`src/rtl/emif_csr_pkg.sv`:
```
// Shared types and constants for the EMIF CSR responder.
package emif_csr_pkg;

    localparam int unsigned CSR_AW = 5;
    localparam int unsigned CSR_DW = 64;

    localparam logic [CSR_AW-1:0] EMIF_DFH_OFFSET        = 5'h00;
    localparam logic [CSR_AW-1:0] EMIF_STATUS_OFFSET     = 5'h08;
    localparam logic [CSR_AW-1:0] EMIF_CAPABILITY_OFFSET = 5'h10;
    localparam logic [CSR_AW-1:0] EMIF_CONTROL_OFFSET    = 5'h18;

    localparam int unsigned STS_FAIL_LSB     = 8;
    localparam int unsigned STS_ACK_SEEN_BIT = 32;
    localparam int unsigned STS_ACK_TO_BIT   = 33;
    localparam int unsigned STS_STATE_LSB    = 34;

    localparam logic [3:0] DFH_FEAT_TYPE = 4'h3;

    typedef struct packed {
        logic [3:0]  feat_type;
        logic [18:0] rsvd;
        logic        eol;
        logic [23:0] next_ofs;
        logic [3:0]  rev;
        logic [11:0] feat_id;
    } t_dfh;

    typedef enum logic [2:0] {
        ST_RST_REQ  = 3'd0,
        ST_WAIT_ACK = 3'd1,
        ST_REL      = 3'd2,
        ST_WAIT_CAL = 3'd3,
        ST_READY    = 3'd4
    } t_emif_state;

    // READY shares the WAIT_CAL code; emif_ready distinguishes them.
    function automatic logic [1:0] state_code(input t_emif_state s);
        return (s == ST_READY) ? 2'd3 : s[1:0];
    endfunction

endpackage

```
`src/rtl/emif_rst_seq.sv`:
```
// mem_ss reset handshake sequencer with ack timeout and calibration tracking.
module emif_rst_seq
    import emif_csr_pkg::*;
#(
    parameter int unsigned NUM_CH      = 2,
    parameter int unsigned ACK_TIMEOUT = 4096
) (
    input  logic              clk,
    input  logic              rst_n,
    input  logic              rerst_i,
    input  logic              to_clr_i,
    input  logic              mem_ss_rst_ack_n_i,
    input  logic [NUM_CH-1:0] cal_success_i,
    input  logic [NUM_CH-1:0] cal_fail_i,
    output logic              mem_ss_rst_req_o,
    output logic              emif_ready_o,
    output logic              ack_seen_o,
    output logic              ack_to_o,
    output logic [1:0]        state_code_c,
    output logic [NUM_CH-1:0] cal_ok_vis_c,
    output logic [NUM_CH-1:0] cal_fail_vis_c
);

    localparam int unsigned CNT_W = $clog2(ACK_TIMEOUT) + 1;

    logic              ack_n_s1_q, ack_n_q;
    logic [NUM_CH-1:0] cal_ok_s1_q, cal_ok_q;
    logic [NUM_CH-1:0] cal_fail_s1_q, cal_fail_q;

    t_emif_state       state_q, state_d;
    logic [CNT_W-1:0]  cnt_q, cnt_d;
    logic              ack_seen_q, ack_seen_d;
    logic              ack_to_q, ack_to_d;
    logic              req_q, req_d;
    logic              ready_q, ready_d;
    logic              cal_vis;

    // Two-flop synchronizers for the mem_ss async inputs.
    always_ff @(posedge clk or negedge rst_n) begin
        if (!rst_n) begin
            ack_n_s1_q    <= 1'b1;
            ack_n_q       <= 1'b1;
            cal_ok_s1_q   <= '0;
            cal_ok_q      <= '0;
            cal_fail_s1_q <= '0;
            cal_fail_q    <= '0;
        end else begin
            ack_n_s1_q    <= mem_ss_rst_ack_n_i;
            ack_n_q       <= ack_n_s1_q;
            cal_ok_s1_q   <= cal_success_i;
            cal_ok_q      <= cal_ok_s1_q;
            cal_fail_s1_q <= cal_fail_i;
            cal_fail_q    <= cal_fail_s1_q;
        end
    end

    // FSM state, timeout counter and status flag registers.
    always_ff @(posedge clk or negedge rst_n) begin
        if (!rst_n) begin
            state_q    <= ST_RST_REQ;
            cnt_q      <= '0;
            ack_seen_q <= 1'b0;
            ack_to_q   <= 1'b0;
            req_q      <= 1'b1;
            ready_q    <= 1'b0;
        end else begin
            state_q    <= state_d;
            cnt_q      <= cnt_d;
            ack_seen_q <= ack_seen_d;
            ack_to_q   <= ack_to_d;
            req_q      <= req_d;
            ready_q    <= ready_d;
        end
    end

    // Next-state logic; req/ready are registered from the next state so they track transitions on the same edge.
    always_comb begin
        state_d    = state_q;
        cnt_d      = cnt_q;
        ack_seen_d = ack_seen_q;
        ack_to_d   = ack_to_q;
        if (to_clr_i) begin
            ack_to_d = 1'b0;
        end
        case (state_q)
            ST_RST_REQ: begin
                cnt_d   = '0;
                state_d = ST_WAIT_ACK;
            end
            ST_WAIT_ACK: begin
                if (cnt_q != '1) begin
                    cnt_d = cnt_q + CNT_W'(1);
                end
                if (!ack_n_q) begin
                    ack_seen_d = 1'b1;
                    state_d    = ST_REL;
                end else if (cnt_q == CNT_W'(ACK_TIMEOUT - 1)) begin
                    ack_to_d = 1'b1;
                    state_d  = ST_REL;
                end
            end
            ST_REL: begin
                if (ack_n_q) begin
                    state_d = ST_WAIT_CAL;
                end
            end
            ST_WAIT_CAL: begin
                if (&cal_ok_q) begin
                    state_d = ST_READY;
                end
            end
            ST_READY: begin
                if (!(&cal_ok_q)) begin
                    state_d = ST_WAIT_CAL;
                end
            end
            default: state_d = ST_RST_REQ;
        endcase
        if (rerst_i) begin
            state_d    = ST_RST_REQ;
            ack_seen_d = 1'b0;
        end
        req_d   = (state_d == ST_RST_REQ) || (state_d == ST_WAIT_ACK);
        ready_d = (state_d == ST_READY);
    end

    // Calibration status is only meaningful once mem_ss is out of reset.
    always_comb begin
        cal_vis        = (state_q == ST_WAIT_CAL) || (state_q == ST_READY);
        cal_ok_vis_c   = cal_vis ? cal_ok_q : '0;
        cal_fail_vis_c = cal_vis ? cal_fail_q : '0;
        state_code_c   = state_code(state_q);
    end

    assign mem_ss_rst_req_o = req_q;
    assign emif_ready_o     = ready_q;
    assign ack_seen_o       = ack_seen_q;
    assign ack_to_o         = ack_to_q;

endmodule

```
`src/rtl/emif_csr_responder.sv`:
```
// EMIF feature CSR block: DFH/STATUS/CAPABILITY/CONTROL decode over the mem_ss reset sequencer.
module emif_csr_responder
    import emif_csr_pkg::*;
#(
    parameter int unsigned NUM_CH       = 2,
    parameter logic [11:0] FEAT_ID      = 12'h9,
    parameter logic [23:0] NEXT_DFH_OFS = 24'h0,
    parameter logic        END_OF_LIST  = 1'b1,
    parameter int unsigned ACK_TIMEOUT  = 4096
) (
    input  logic              clk,
    input  logic              rst_n,
    input  logic              csr_wr,
    input  logic              csr_rd,
    input  logic [4:0]        csr_addr,
    input  logic [63:0]       csr_wdata,
    output logic              csr_rvalid,
    output logic [63:0]       csr_rdata,
    output logic              mem_ss_rst_req,
    input  logic              mem_ss_rst_ack_n,
    input  logic [NUM_CH-1:0] cal_success,
    input  logic [NUM_CH-1:0] cal_fail,
    output logic              emif_ready
);

    logic              rerst, to_clr;
    logic              ack_seen, ack_to;
    logic [1:0]        state_code_c;
    logic [NUM_CH-1:0] cal_ok_vis_c, cal_fail_vis_c;
    t_dfh              dfh;
    logic [63:0]       status, capability, rd_mux;
    logic              rvalid_q;
    logic [63:0]       rdata_q;
    logic              unused_wdata;

    assign unused_wdata = ^{csr_wdata[63:34], csr_wdata[32:1]};

    // Write side: only CONTROL bit0 and the STATUS timeout W1C have effect.
    assign rerst  = csr_wr && (csr_addr == EMIF_CONTROL_OFFSET) && csr_wdata[0];
    assign to_clr = csr_wr && (csr_addr == EMIF_STATUS_OFFSET) && csr_wdata[STS_ACK_TO_BIT];

    emif_rst_seq #(
        .NUM_CH      (NUM_CH),
        .ACK_TIMEOUT (ACK_TIMEOUT)
    ) u_rst_seq (
        .clk                (clk),
        .rst_n              (rst_n),
        .rerst_i            (rerst),
        .to_clr_i           (to_clr),
        .mem_ss_rst_ack_n_i (mem_ss_rst_ack_n),
        .cal_success_i      (cal_success),
        .cal_fail_i         (cal_fail),
        .mem_ss_rst_req_o   (mem_ss_rst_req),
        .emif_ready_o       (emif_ready),
        .ack_seen_o         (ack_seen),
        .ack_to_o           (ack_to),
        .state_code_c       (state_code_c),
        .cal_ok_vis_c       (cal_ok_vis_c),
        .cal_fail_vis_c     (cal_fail_vis_c)
    );

    // Register images and read mux; reflects state before any same-cycle write.
    always_comb begin
        dfh           = '0;
        dfh.feat_type = DFH_FEAT_TYPE;
        dfh.eol       = END_OF_LIST;
        dfh.next_ofs  = NEXT_DFH_OFS;
        dfh.feat_id   = FEAT_ID;

        status                                 = '0;
        status[NUM_CH-1:0]                     = cal_ok_vis_c;
        status[STS_FAIL_LSB +: NUM_CH]         = cal_fail_vis_c;
        status[STS_ACK_SEEN_BIT]               = ack_seen;
        status[STS_ACK_TO_BIT]                 = ack_to;
        status[STS_STATE_LSB +: 2]             = state_code_c;

        capability             = '0;
        capability[NUM_CH-1:0] = '1;

        case (csr_addr)
            EMIF_DFH_OFFSET:        rd_mux = dfh;
            EMIF_STATUS_OFFSET:     rd_mux = status;
            EMIF_CAPABILITY_OFFSET: rd_mux = capability;
            default:                rd_mux = '0;
        endcase
    end

    // Read response: one-cycle valid pulse, data held between reads.
    always_ff @(posedge clk or negedge rst_n) begin
        if (!rst_n) begin
            rvalid_q <= 1'b0;
            rdata_q  <= '0;
        end else begin
            rvalid_q <= csr_rd;
            if (csr_rd) begin
                rdata_q <= rd_mux;
            end
        end
    end

    assign csr_rvalid = rvalid_q;
    assign csr_rdata  = rdata_q;

endmodule

```
`config.mk`:
```
export PLATFORM = sky130hd
export DESIGN_NAME = emif_csr_responder
export DESIGN_NICKNAME = d
export VERILOG_FILES = /design/src/rtl/emif_csr_pkg.sv /design/src/rtl/emif_rst_seq.sv /design/src/rtl/emif_csr_responder.sv
export SDC_FILE = /design/constraint.sdc
export NUM_CORES = 1
export LEC_CHECK = 0
export ABC_AREA = 1
export CAP_MARGIN = 40
export CELL_PAD_IN_SITES_DETAIL_PLACEMENT = 0
export CELL_PAD_IN_SITES_GLOBAL_PLACEMENT = 2
export CORE_ASPECT_RATIO = 1.75
export CORE_UTILIZATION = 18
export CTS_BUF_LIST = sky130_fd_sc_hd__clkbuf_8
export CTS_CLUSTER_DIAMETER = 80
export DETAILED_ROUTE_END_ITERATION = 7
export PLACE_DENSITY_LB_ADDON = 0.05
export SLEW_MARGIN = 20
export SYNTH_ARGS = -nofsm -noshare
export SYNTH_HDL_FRONTEND = slang
export SYNTH_HIERARCHICAL = 1
export SYNTH_SLANG_ARGS = --single-unit
```
`constraint.sdc`:
```
create_clock -name clk -period 1.3 [get_ports clk]
set_input_delay 0.325 -clock clk [delete_from_list [all_inputs] [get_ports clk]]
set_output_delay 0.325 -clock clk [all_outputs]
set_load 0.01 [all_outputs]
```
==> results of run 1 <==
-- critical path, stage by stage (launching register included) --
cell and delay (ns):
dfrtp_2 0.40, ha_4 0.15, nand2_4 0.05, nor2_4 0.13
inv_2 0.06, nor2_4 0.09, nand2_2 0.07, nand2_4 0.13
nand2_8 0.11, nand2_2 0.08, nand2_1 0.05
-- layer usage --
| metal | routed length, um | vias up | global-route usage |
|---|---|---|---|
| met3 | 198 | 5 | 0.0204 |
| met4 | 93 | 0 | 0.0323 |
| li1 | - | 984 | - |
| met5 | 0 | - | 0 |
| met2 | 4120 | 37 | 0.213 |
| met1 | 2260 | 914 | 0.101 |
-- flip-flops by register name, summed over array words and instances, names as in the netlist --
| name | flops |
|---|---|
| csr_rdata | 9 |
| csr_rvalid | 1 |
| u_rst_seq/ack_n_q | 1 |
| u_rst_seq/ack_n_s1_q | 1 |
| u_rst_seq/ack_seen_o | 1 |
| u_rst_seq/ack_to_o | 1 |
| u_rst_seq/cal_fail_q | 2 |
| u_rst_seq/cal_fail_s1_q | 2 |
| u_rst_seq/cal_ok_q | 2 |
| u_rst_seq/cal_ok_s1_q | 2 |
| u_rst_seq/cnt_q | 13 |
| u_rst_seq/emif_ready_o | 1 |
| u_rst_seq/mem_ss_rst_req_o | 1 |
| u_rst_seq/state_q | 3 |
-- cell type report --
| class | count | area (um2) |
|---|---|---|
| clock inverters | 3 | 42.5 |
| fillers | 1508 | 9590 |
| inverters | 29 | 109 |
| well taps | 171 | 214 |
| repair buffers | 80 | 697 |
| flip-flops and latches | 40 | 1010 |
| clock buffers | 5 | 68.8 |
| multi-input cells | 222 | 1140 |
-- layout by cell type (no fill, tap or decap), drive strengths merged --
| master | count |
|---|---|
| nand2 | 77 |
| buf | 54 |
| conb | 52 |
| dfrtp | 37 |
| nor2 | 34 |
| inv | 29 |
| nand3 | 26 |
| clkdlybuf4s50 | 14 |
| clkbuf | 11 |
| nand4 | 8 |
| o21ai | 7 |
| nor3 | 6 |
| a21oi | 6 |
| clkdlybuf4s15 | 5 |
| dfstp | 3 |
| or2 | 3 |
| bufinv | 1 |
| clkinvlp | 1 |
| clkinv | 1 |
| dlygate4sd3 | 1 |
| o21bai | 1 |
| xnor2 | 1 |
| ha | 1 |
-- kinds of logic after synthesis --
family          synth area share
compound gates            0.0354
xor+xnor                 0.00369
fa+ha+maj                0.00528
buf+inv                    0.227
flops                      0.424
other cells              0.00158
simple gates               0.303
-- timing repair --
action	4_1_cts	5_1_grt
buffers inserted	6	2
resized for setup	61	18
endpoints found under the hold margin	37	0
hold buffers	1	0
endpoints found under the setup margin	34	32
pin swaps	10	8
cloned	0	0
-- worst paths after layout --
check | to | slack [ns] | cells after the start
max in group asynchronous | u_rst_seq/mem_ss_rst_req_o$_DFF_PN1_ | 0.50 | 3
hold / removal | u_rst_seq/ack_n_q$_DFF_PN1_ | 0.36 | 0
setup / recovery | u_rst_seq/cnt_q[7]$_DFFE_PN0P_ | -0.11 | 10
hold reg to reg | u_rst_seq/ack_n_q$_DFF_PN1_ | 0.36 | 0
setup reg to reg | u_rst_seq/cnt_q[7]$_DFFE_PN0P_ | -0.11 | 10
min in group asynchronous | u_rst_seq/cnt_q[4]$_DFFE_PN0P_ | 0.52 | 3
-- through the flow --
stage	area (um2)	cells	hold WS, ns	utilization
after global placement	3020	534	0.327	0.235
after CTS	3250	548	0.366	0.253
after detailed placement	3020	534	0.329	0.235
final	3280	550	0.362	0.255
after floorplan	2590	348	0.0294	-
after global routing	3280	550	0.366	0.255
-- power groups by stage --
stage	clock network, mW	registers [mW]	logic, mW
floorplan	0	1.55	0.924
global placement	0	1.52	1.76
detailed placement	0	1.52	1.74
CTS	1.15	1.49	1.88
global route	1.19	1.51	2.09
finish	1.06	1.50	1.89
==> metrics.yaml, run 1 <==
final_layout:
  area_growth_pct: 38.3
  drive_gt1_frac: 0.311
  layout.nets: 457
  diodes: 0
synthesis:
  synthTopCellsByCount: "71 x nand2_1, 55 x buf_4, 37 x dfrtp_1"
  netlist_instances: 297
  synth_top_area_cell: "dfrtp_1"
  ys_seq_area_frac: 0.424
  yosysTopAreaCellShare: 0.391
  syn_area_mm2: 0.00237
  syn_area_per_cell_um2: 7.98
  synthDistinctLibCells: 26
  synth_seq_cells: 40
  synth.area.top_cells: "dfrtp_1 39%, buf_4 17%, nand2_1 11%, nand3_1 5.5%, nor2_1 4.4%"
  synth_edf_count: 0
  synthArstFlopShare: 1.00
  yosys_warnings: 6
  yosysMostFrequentCell: "nand2_1"
  ys.flop_type: "dfrtp_1"
place:
  dpl.hpwl_mm: 5.16
  place_ws_ns: -0.275
  gp_congestion: 0.726
  portBuffers: 30
run:
  maxCapViolCount: 0
min_path:
  hp-class: "reg2reg"
  min-delay-start: "u_rst_seq/ack_n_s1_q$_DFF_PN1_"
global_route:
  grt_max_degree: 41
  grt_usage: 0.105
  grt_pass1_wl_mm: 10.3
  gr-total-overflow: 0
  antenna_found_initial: 0
  grt_pass1_vias: 1967
timing:
  hold_viol_final: 0
  setup_tns_ns: -1.32
  min_period_ns: 1.41
  drv_slew: 0
  min_period_over_period: 1.09
  fin_worst_skew_ns: 0.00749
  finalSetupViolCount: 17
  rsz0062_at_grt: "true"
  worst_slack_ns: -0.112
  fmax_ghz: 0.708
routing:
  vias_per_cell: 3.53
  postRouteWirelength_mm: 6.67
  drc: 0
  dr.pass1.iters: 4
  drtIter0Drc: 22
  routedWlPerCell_um: 12.1
  drtAntennaViolNets: 0
  dr_total_vias: 1940
worst_setup_path:
  required_ns: 1.50
  worst_setup_path_end_kind: "flip-flop"
  crit_start: "u_rst_seq/cnt_q[0]$_DFFE_PN0P_"
  startpoint_type: "flip-flop"
  crit_type: "reg2reg"
  reg2reg_from: "u_rst_seq/cnt_q[0]$_DFFE_PN0P_"
  crit_path_max_fanout: 8
  crit_arrival_ns: 1.61
floorplanning:
  start_util: 0.184
  io_pins: 145
  placementRows: 55
  die_y_um: 154
  core_region_area_mm2: 0.0129
  die-area_mm2: 0.0137
  die_w_um: 88.8
clocking:
  cts_buffer_depth: 2
  cts_max_level: 2
  cts_root_buf: "clkbuf_8"
  clk_pin_slew_ns: 0.09
  clock_latency_ns: 0.30
  cts_tree: "built"
  cts_made_buffers: 5
  cts_num_sinks: 40
power_and_ir_drop:
  p_leak_nw: 1.63
  pwr-share-seq: 0.336
  p_clk_frac: 0.239
  ir_worst_vdd_mv: 0.563
  power.switching_mw: 1.71
  powerDensity_mw_per_mm2: 1360
  swShare: 0.383
  internal-power_mw: 2.75
  finalPower_mw: 4.46
  p_comb_frac: 0.425
status:
  status: "finished with violations"
  violations: "negative setup slack"
(Power assumes the default switching activity.)
==> inputs of run 2 (changes only) <==
--- a/config.mk
+++ b/config.mk
@@ -13,6 +13,7 @@
 export CORE_UTILIZATION = 18
 export CTS_BUF_LIST = sky130_fd_sc_hd__clkbuf_8
 export CTS_CLUSTER_DIAMETER = 80
+export CTS_CLUSTER_SIZE = 10
 export DETAILED_ROUTE_END_ITERATION = 7
 export PLACE_DENSITY_LB_ADDON = 0.05
 export SLEW_MARGIN = 20
==> results of run 2 <==
The final DEF is identical to that of run 1; final timing and power are the same.
==> inputs of run 3 (changes only) <==
--- a/config.mk
+++ b/config.mk
@@ -10,7 +10,7 @@
 export CELL_PAD_IN_SITES_DETAIL_PLACEMENT = 0
 export CELL_PAD_IN_SITES_GLOBAL_PLACEMENT = 2
 export CORE_ASPECT_RATIO = 1.75
-export CORE_UTILIZATION = 18
+export CORE_UTILIZATION = 20
 export CTS_BUF_LIST = sky130_fd_sc_hd__clkbuf_8
 export CTS_CLUSTER_DIAMETER = 80
 export CTS_CLUSTER_SIZE = 10
==> constraint.sdc (replaced) <==
create_clock -name clk -period 1.4 [get_ports clk]
set_input_delay 0.35 -clock clk [delete_from_list [all_inputs] [get_ports clk]]
set_output_delay 0.35 -clock clk [all_outputs]
set_load 0.01 [all_outputs]
==> run 3 against run 2 <==
The run ends with design-rule violations, negative setup slack left. Sequential cell count unchanged. Final area down 4.4%. Non-clock buffer count down 4. Global-route usage down 0.082 points. Largest cell class unchanged. Die area down 9.8%.
==> metrics.yaml, run 3 (synthesis gave the netlist of run 1 again) <==
min_path:
  hp-class: "in2async"
worst_setup_path:
  startpoint_type: "flip-flop"
  required_ns: 1.63
  worst_setup_path_end_kind: "flip-flop"
  crit_arrival_ns: 1.69
  crit_path_max_fanout: 5
  r2r_cells: 10
  r2r_slack_ns: -0.05
  reg2reg_from: "u_rst_seq/cnt_q[0]$_DFFE_PN0P_"
  rr_endpoint: "u_rst_seq/cnt_q[1]$_DFFE_PN0P_"
  crit_type: "reg2reg"
timing:
  rsz0062_at_grt: "true"
  min_period_over_period: 1.04
  hold_viol_final: 0
  fmax_ghz: 0.689
  drv_slew: 0
  min_period_ns: 1.45
  worst_slack_ns: -0.0524
  finalSetupViolCount: 14
  fin_worst_skew_ns: 0.0164
global_route:
  grt_max_degree: 41
  gr-total-overflow: 0
  grt_pass1_wl_mm: 9.63
  antenna_found_initial: 0
  grt_usage: 0.105
  grt_pass1_vias: 1841
power_and_ir_drop:
  pwr-share-seq: 0.347
  internal-power_mw: 2.39
  power.switching_mw: 1.58
  p_leak_nw: 1.65
  p_clk_frac: 0.204
  p_comb_frac: 0.449
  powerDensity_mw_per_mm2: 1270
  ir_worst_vdd_mv: 0.346
  swShare: 0.397
place:
  placed_area_mm2: 0.00289
  portBuffers: 30
  placedCellCount: 492
  gp_congestion: 0.701
  dpl.hpwl_mm: 4.72
final_layout:
  layout.nets: 453
  design_area_mm2: 0.00314
  drive_gt1_frac: 0.261
  layout_common_cells: "65 x nand2_1, 52 x conb_1, 43 x buf_4"
  fin_cells: 510
  diodes: 0
  area_growth_pct: 32.2
  largest_register_ff_count: 13
  final_common_cell: "nand2_1"
  top_register: "u_rst_seq/cnt_q"
run:
  maxCapViolCount: 0
floorplanning:
  io_pins: 145
  die_y_um: 146
  placementRows: 52
  start_util: 0.205
  die-area_mm2: 0.0123
  core_region_area_mm2: 0.0116
  die_w_um: 84.3
routing:
  drc: 10
  drtIter0Drc: 50
  vias_per_cell: 3.73
  dr.pass1.iters: 6
  drtAntennaViolNets: 0
  routedWlPerCell_um: 12.3
  postRouteWirelength_mm: 6.25
  dr_total_vias: 1902
clocking:
  cts_tree: "built"
  cts_num_sinks: 40
  clk_pin_slew_ns: 0.09
  cts_buffer_depth: 2
  clock_latency_ns: 0.30
  cts_root_buf: "clkbuf_8"
  cts_made_buffers: 5
  cts_max_level: 2
status:
  status: "finished with violations"
  violations: "design-rule violations, negative setup slack"
-- run 3: cell count changes in the layout (fill, tap and decap cells not counted), sizes merged --
cell | previous run | this run
dlygate4sd2 | 0 | 13
buf | 54 | 48
clkbuf | 11 | 6
clkdlybuf4s15 | 5 | 0
clkinv | 1 | 3
bufinv | 1 | 0
clkinvlp | 1 | 0
dlygate4sd3 | 1 | 0
-- run 3: metal layers --
| metal | vias up | GRT usage | share of wire |
|---|---|---|---|
| li1 | 973 | - | - |
| met1 | 886 | 0.105 | 0.35 |
| met2 | 38 | 0.209 | 0.60 |
| met3 | 5 | 0.0192 | 0.034 |
| met4 | 0 | 0.0362 | 0.014 |
| met5 | - | 0 | 0 |
-- run 3: worst max-delay path by stage --
| stage | startpoint | end | cells after the start |
|---|---|---|---|
| floorplan | u_rst_seq/cnt_q[1]$_DFFE_PN0P_ | u_rst_seq/cnt_q[11]$_DFFE_PN0P_ | 10 |
| global placement | csr_addr[3] | u_rst_seq/emif_ready_o$_DFF_PN0_ | 7 |
| detailed placement | csr_addr[3] | u_rst_seq/state_q[2]$_DFF_PN0_ | 7 |
| CTS | u_rst_seq/cnt_q[1]$_DFFE_PN0P_ | u_rst_seq/cnt_q[0]$_DFFE_PN0P_ | 10 |
| global route | u_rst_seq/cnt_q[0]$_DFFE_PN0P_ | u_rst_seq/cnt_q[7]$_DFFE_PN0P_ | 10 |
| finish | u_rst_seq/cnt_q[0]$_DFFE_PN0P_ | u_rst_seq/cnt_q[1]$_DFFE_PN0P_ | 10 |
-- run 3: worst max-delay path, cell delays in order, from the launching register on --
cell,delay [ns]
dfrtp_2,0.39
ha_4,0.15
nand2_4,0.06
nor2_4,0.14
inv_2,0.06
nor2_4,0.10
nand2_2,0.07
nand2_4,0.14
clkbuf_16,0.17
nand3_1,0.06
nand2_1,0.06
-- run 3: cell type report --
cell class / count / area, um2
well taps: 135 / 169
clock inverters: 3 / 18.8
flip-flops and latches: 40 / 1010
repair buffers: 76 / 652
multi-input cells: 222 / 1110
inverters: 29 / 109
fillers: 1331 / 8450
clock buffers: 5 / 68.8
-- run 3: what timing repair did --
action | 4_1_cts | 5_1_grt
hold buffers | 0 | 0
cloned | 0 | 1
buffers inserted | 4 | 6
gates resized for setup | 29 | 16
pin swaps | 5 | 13
hold endpoints to repair | 0 | 0
setup endpoints to repair | 32 | 19
-- run 3: power by group through the flow --
stage | registers, mW | logic, mW | clock network, mW
after floorplan | 1.43 | 0.839 | 0
after global placement | 1.40 | 1.51 | 0
after detailed placement | 1.40 | 1.49 | 0
after CTS | 1.38 | 1.51 | 0.873
after global routing | 1.39 | 1.99 | 0.917
final | 1.38 | 1.78 | 0.810
-- run 3: metrics by stage --
| stage | utilization | setup WS [ns] | TNS (ns) | power, mW | hold slack (ns) |
|---|---|---|---|---|---|
| 4_1_cts | 0.260 | -0.0896 | -0.821 | 3.76 | 0.0126 |
| 3_5_place_dp | 0.250 | -0.179 | -2.66 | 2.89 | 0.336 |
| 5_1_grt | 0.271 | -0.158 | -2.32 | 4.29 | 0.0142 |
| 3_3_place_gp | 0.250 | -0.198 | -2.91 | 2.91 | 0.336 |
| 6_report | 0.271 | -0.0524 | -0.415 | 3.97 | 0.00921 |
| 2_1_floorplan | - | 0.0404 | 0 | 2.27 | 0.0544 |
